**src/rtl/fx_mul_pipe_if.sv**
```systemverilog
// Handshake and data bundle for the fx_mul_pipe fixed-point multiplier.
interface fx_mul_pipe_if #(
    parameter int WIDTH = 32,
    parameter int TAGW  = 4
);
    logic             in_valid;
    logic             in_ready;
    logic [WIDTH-1:0] a;
    logic [WIDTH-1:0] b;
    logic [TAGW-1:0]  in_tag;
    logic             out_valid;
    logic             out_ready;
    logic [WIDTH-1:0] result;
    logic [TAGW-1:0]  out_tag;
    logic             ovf;

    modport master (
        output in_valid, a, b, in_tag, out_ready,
        input  in_ready, out_valid, result, out_tag, ovf
    );

    modport slave (
        input  in_valid, a, b, in_tag, out_ready,
        output in_ready, out_valid, result, out_tag, ovf
    );
endinterface

```
**src/rtl/fx_mul_pipe.sv**
```systemverilog
// Pipelined signed fixed-point multiplier with global stall and tag sideband.
// Define FXMUL_SAT_EN to saturate the result and report clamps on ovf; otherwise the result wraps.
module fx_mul_pipe #(
    parameter int WIDTH   = 32,
    parameter int QFRAC   = 16,
    parameter int LATENCY = 2,
    parameter int ROUND   = 1,
    parameter int TAGW    = 4
) (
    input logic         clk,
    input logic         rst_n,
    fx_mul_pipe_if.slave bus
);

    localparam int PW = 2 * WIDTH;
    localparam logic signed [PW-1:0] RND_ADD =
        (ROUND != 0) ? ({{(PW-1){1'b0}}, 1'b1} << (QFRAC - 1)) : '0;

    logic stall;

    // Operand register; the product is formed from these so the multiplier sees registered inputs.
    logic             v0;
    logic [WIDTH-1:0] a_q;
    logic [WIDTH-1:0] b_q;
    logic [TAGW-1:0]  tag_q;

    logic             v_q [1:LATENCY];
    logic [WIDTH-1:0] r_q [1:LATENCY];
    logic [TAGW-1:0]  t_q [1:LATENCY];

    logic signed [PW-1:0] prod;
    logic signed [PW-1:0] p_rnd;
    logic [WIDTH-1:0]     res_c;
    logic                 ovf_c;

    assign stall        = bus.out_valid && !bus.out_ready;
    assign bus.in_ready = !stall;

    always_comb begin
        prod  = $signed({{WIDTH{a_q[WIDTH-1]}}, a_q}) * $signed({{WIDTH{b_q[WIDTH-1]}}, b_q});
        p_rnd = prod + RND_ADD;
    end

`ifdef FXMUL_SAT_EN
    logic signed [PW-1:0] s_w;
    logic                 o_q [1:LATENCY];

    // The value fits when every bit above the result's sign bit matches it.
    always_comb begin
        s_w   = p_rnd >>> QFRAC;
        res_c = s_w[WIDTH-1:0];
        ovf_c = 1'b0;
        if (s_w[PW-1:WIDTH-1] != '0 && s_w[PW-1:WIDTH-1] != '1) begin
            ovf_c = 1'b1;
            res_c = s_w[PW-1] ? {1'b1, {(WIDTH-1){1'b0}}} : {1'b0, {(WIDTH-1){1'b1}}};
        end
    end

    always_ff @(posedge clk or negedge rst_n) begin
        if (!rst_n) begin
            for (int i = 1; i <= LATENCY; i++) o_q[i] <= 1'b0;
        end else if (!stall) begin
            o_q[1] <= ovf_c;
            for (int i = 2; i <= LATENCY; i++) o_q[i] <= o_q[i-1];
        end
    end

    assign bus.ovf = o_q[LATENCY];
`else
    always_comb begin
        res_c = WIDTH'(p_rnd >>> QFRAC);
        ovf_c = 1'b0;
    end

    assign bus.ovf = ovf_c;
`endif

    always_ff @(posedge clk or negedge rst_n) begin
        if (!rst_n) begin
            v0    <= 1'b0;
            a_q   <= '0;
            b_q   <= '0;
            tag_q <= '0;
            for (int i = 1; i <= LATENCY; i++) begin
                v_q[i] <= 1'b0;
                r_q[i] <= '0;
                t_q[i] <= '0;
            end
        end else if (!stall) begin
            v0     <= bus.in_valid;
            a_q    <= bus.a;
            b_q    <= bus.b;
            tag_q  <= bus.in_tag;
            v_q[1] <= v0;
            r_q[1] <= res_c;
            t_q[1] <= tag_q;
            for (int i = 2; i <= LATENCY; i++) begin
                v_q[i] <= v_q[i-1];
                r_q[i] <= r_q[i-1];
                t_q[i] <= t_q[i-1];
            end
        end
    end

    assign bus.out_valid = v_q[LATENCY];
    assign bus.result    = r_q[LATENCY];
    assign bus.out_tag   = t_q[LATENCY];

endmodule

```
**src/flat_wrapper.sv**
```systemverilog
// flat-port wrapper written by rule: the top's interface ports become plain ports
module fx_mul_pipe_flat 
#(
    parameter int WIDTH   = 32,
    parameter int QFRAC   = 16,
    parameter int LATENCY = 2,
    parameter int ROUND   = 1,
    parameter int TAGW    = 4
)
  (clk, rst_n, bus_in_valid, bus_a, bus_b, bus_in_tag, bus_out_ready, bus_in_ready, bus_out_valid, bus_result, bus_out_tag, bus_ovf);
  fx_mul_pipe_if #(.WIDTH(WIDTH), .TAGW(TAGW)) bus_i ();
  input logic clk;
  input logic rst_n;
  input wire logic [$bits(bus_i.in_valid)-1:0] bus_in_valid;
  input wire logic [$bits(bus_i.a)-1:0] bus_a;
  input wire logic [$bits(bus_i.b)-1:0] bus_b;
  input wire logic [$bits(bus_i.in_tag)-1:0] bus_in_tag;
  input wire logic [$bits(bus_i.out_ready)-1:0] bus_out_ready;
  output wire logic [$bits(bus_i.in_ready)-1:0] bus_in_ready;
  output wire logic [$bits(bus_i.out_valid)-1:0] bus_out_valid;
  output wire logic [$bits(bus_i.result)-1:0] bus_result;
  output wire logic [$bits(bus_i.out_tag)-1:0] bus_out_tag;
  output wire logic [$bits(bus_i.ovf)-1:0] bus_ovf;
  assign bus_i.in_valid = bus_in_valid;
  assign bus_i.a = bus_a;
  assign bus_i.b = bus_b;
  assign bus_i.in_tag = bus_in_tag;
  assign bus_i.out_ready = bus_out_ready;
  assign bus_in_ready = bus_i.in_ready;
  assign bus_out_valid = bus_i.out_valid;
  assign bus_result = bus_i.result;
  assign bus_out_tag = bus_i.out_tag;
  assign bus_ovf = bus_i.ovf;
  fx_mul_pipe #(.WIDTH(WIDTH), .QFRAC(QFRAC), .LATENCY(LATENCY), .ROUND(ROUND), .TAGW(TAGW)) u_core (.clk(clk), .rst_n(rst_n), .bus(bus_i));
endmodule
```
**config.mk**
```make
export PLATFORM = sky130hd
export DESIGN_NAME = fx_mul_pipe_flat
export DESIGN_NICKNAME = d
export VERILOG_FILES = /design/src/rtl/fx_mul_pipe_if.sv /design/src/rtl/fx_mul_pipe.sv /design/src/flat_wrapper.sv
export SDC_FILE = /design/constraint.sdc
export NUM_CORES = 2
export LEC_CHECK = 0
export CAP_MARGIN = 20
export CORE_MARGIN = 4
export CORE_UTILIZATION = 37
export CTS_BUF_LIST = sky130_fd_sc_hd__clkbuf_8
export CTS_CLUSTER_DIAMETER = 150
export DETAILED_ROUTE_END_ITERATION = 8
export HOLD_SLACK_MARGIN = 0.02
export MAX_ROUTING_LAYER = met4
export PLACE_DENSITY = 0.51
export SYNTH_ARGS = -nofsm -noshare
export SYNTH_HDL_FRONTEND = slang
export SYNTH_SLANG_ARGS = --single-unit
```
**constraint.sdc**
```tcl
create_clock -name clk -period 8.85 [get_ports clk]
set_input_delay 1.3275 -clock clk [delete_from_list [all_inputs] [get_ports clk]]
set_output_delay 1.3275 -clock clk [all_outputs]
set_load 0.005 [all_outputs]
```
==> results.md <==
- Largest net degree at the start of global routing: between 100 and 150
- Final setup vio count: 0
- Synth area leader: fa_1
- Min cycle time layout: between 8 and 9 ns
- Status: finished, final reports clean
- Fill count: 9406
- Largest stage delay, worst path: ~1.1 ns
- H-tree depth: 4
- DRT iter0 DRCs: roughly 1200
- Reg2Reg Depth: 21
- Final net count: 4769
- Worst Hold Class: register to register
- IO Count: about 110
- Most frequent CP cell: fa_1
- Number of synthesized flops with an enable pin: 0
- FF-to-FF Start: u_core.a_q[4]$_DFFE_PN0N_
- RePlAce Congestion: 0.8521
- GRT Total Usage: between 20% and 30%
- Worst Path Required: 9.30 ns
- Initial antenna violation count: 1
- Hold Vio Cnt, Final: 0
- Area contributors post-synth: fa_1 49%, dfrtp_1 10%, and2_1 8.8%
- Worst Tran Pin Value: 1.120 ns
- Final critical-path share of the clock period: 90.40%
- CTS tree: built
- Post-CTS sizing: 0
- Syn avg cell area: 9.228 sq um
- Clock transition at path regs: ~0.10 ns
- Die Y: between 300 and 400 um
- Max-Cap Viols: 0
- CTS Hold Bufs: 0
- Slowest cell on crit path: dfrtp_1
- Clk root buf: clkbuf_8
- 1st-pass router iterations: 6
- Drt via density: 4.745
- Global-route wire length before repair: 156500 um
- Most frequent cells in the layout: 839 x fa_1, 774 x inv_1, 763 x nand2_1, 484 x and2_1, 160 x ha_1
- Critical path fanouts, max: 24
- Clock sinks: between 100 and 150
- CP startpoint: u_core.a_q[4]$_DFFE_PN0N_
- Cell area after synthesis: 34400 sq um
- CP Launch Type: register
- Routed wire length: 97780 um
- Peak Freq: between 100 and 150 MHz
- Worst Skew: 0.01808 ns
- Core box area: 91940 sq um
- Crit path DAT: 8.46 ns
- DRC viols: 0
- DIE AREA: 97920 sq um
- Aggregate global routing overflow: 0
- Area growth, synth to finish: 7.903%
- Crit Path Category: register to register
- Worst-path cell chain: buf_4 > nand2_1 > fa_1 > inv_1 > fa_1 > fa_1 > fa_1 > fa_1 > fa_1 > fa_1 > fa_1 > ha_1 > a2111oi_0 > o21ai_1 > a31oi_1 > nor2_1 > a211oi_1 > o41a_1 > o21ai_2 > a221oi_1 > o21ai_1
- Total negative setup slack: 0 ns
- Unrepaired setup endpoints after global routing: no
- Final Slew Violations: 0
- WL/cell: a little under 20 um
- Post-DRT Antenna Nets: 0
- Slew HR: 25.33%
- Ys async rst share: 100.0%
- Die Wd: between 300 and 400 um
- DP Wirelength: approximately 81000 um
- Commonest non-fill, non-tap cell in the layout: fa_1
- Std cell rows: 111
- Clock Latency Late Sink: about 0.6 ns
- Post-route setup slack: 0.8495 ns
- Starting density of the core: 37.42%
- PortBufs: between 100 and 150
- Synth cell types: 56
- Yosys top cell area share: 48.82%
- Worst Setup EP: u_core.r_q[60]$_DFFE_PN0N_
- Yosys warns: 0
- Worst path bufs/invs: 2
- Worst path depth: 21
- DR vias: 23510
- Vias in the first global route: between 20000 and 30000
- Post CTS Setup Buffer Count: 0
- TritonCTS Buffers: 17
- Syn_nets: 4799
- R2r setup slk: 0.85 ns
- Post-synthesis sequential area ratio: 10.40%
- Share of layout cells above drive strength 1: 3.746%
- Top Family by Delay on Critical Path: adder cells
- Pre-CTS setup slack: approximately 0.83 ns
- Final standard cell utilization of the core: around 40%
- Cells after synthesis: approximately 3700
- CTS max path bufs: 2
- Post-synth top flop: dfrtp_1
- Element type at the critical path end: register
- Critical R2R Capture: u_core.r_q[60]$_DFFE_PN0N_
- Yosys reg bits: 143
-- routing by layer --
layer / vias to the layer above / routed length [um] / GRT usage, %
li1: 10570 / - / -
met3: 99 / 2721 / 2.136
met1: 12420 / 39840 / 26.43
met4: 0 / 2502 / 5.908
met2: 424 / 52710 / 38.35
met5: - / 0 / -
-- cells by family after synthesis --
| kind of cell | synth area share (%) |
|---|---|
| xor+xnor | 1.782 |
| compound gates | 3.088 |
| fa+ha+maj | 54.64 |
| simple gates | 18.55 |
| flops | 10.40 |
| buf+inv | 11.53 |
| other cells | 0.01090 |
-- flip-flops by register name (all words and copies together) (netlist names) --
signal and flops:
u_core.t_q 4, u_core.a_q 32, u_core.bus.result 32, u_core.b_q 32, u_core.tag_q 4, u_core.r_q 32, u_core.v_q 1, u_core.bus.out_tag 4
u_core.v0 1, u_core.bus.out_valid 1
-- metrics by stage --
step           hold WS [ns]  cell area, sq um  instances
3_5_place_dp         0.4552             36680       4920
3_3_place_gp         0.4434             36650       4919
5_1_grt              0.5003             37120       4955
2_1_floorplan        0.4300             34400       3728
4_1_cts              0.4736             37070       4952
6_report             0.4690             37120       4956
-- worst min path at each step --
stage	start	slack [ns]	depth (start not counted)	to
3_5_place_dp	u_core.t_q[5]$_DFFE_PN0N_	0.46	2	u_core.t_q[5]$_DFFE_PN0N_
3_3_place_gp	u_core.v_q[1]$_DFFE_PN0N_	0.44	2	u_core.v_q[1]$_DFFE_PN0N_
6_report	u_core.t_q[5]$_DFFE_PN0N_	0.47	2	u_core.bus.out_tag[1]$_DFFE_PN0N_
5_1_grt	u_core.bus.result[27]$_DFFE_PN0N_	0.50	2	u_core.bus.result[27]$_DFFE_PN0N_
4_1_cts	u_core.t_q[5]$_DFFE_PN0N_	0.47	2	u_core.bus.out_tag[1]$_DFFE_PN0N_
2_1_floorplan	u_core.v_q[1]$_DFFE_PN0N_	0.43	2	u_core.v_q[1]$_DFFE_PN0N_
-- layout make-up --
class                   instances  area, sq um  area share [%]
diodes                          2        5.005         0.01348
repair buffers                195         1810           4.877
well taps                    1243         1555           4.190
flip-flops and latches        143         3578           9.640
clock inverters                14        143.9          0.3876
multi-input cells            2566        26870           72.37
inverters                     775         2914           7.850
clock buffers                  18        247.7          0.6674
-- worst min-delay path: stages, from the launching register on --
cell and delay, ns:
dfrtp_1 0.35, nand2_1 0.05, nand2_1 0.06
-- cell usage after synthesis, drive strengths merged, types with 7 or more instances --
| master | number |
|---|---|
| nor2 | 36 |
| a21oi | 60 |
| nand2 | 763 |
| dfrtp | 143 |
| ha | 160 |
| o21a | 7 |
| a21o | 16 |
| and2 | 484 |
| buf | 41 |
| o21ai | 29 |
| clkbuf | 203 |
| xor2 | 16 |
| nand3 | 7 |
| inv | 775 |
| nand4 | 8 |
| xnor2 | 54 |
| nor2b | 16 |
| nand2b | 10 |
| fa | 839 |
Power is left out: the tool's default activity adds up to more than one toggle a clock period on the data nets, which glitch-free logic cannot reach.
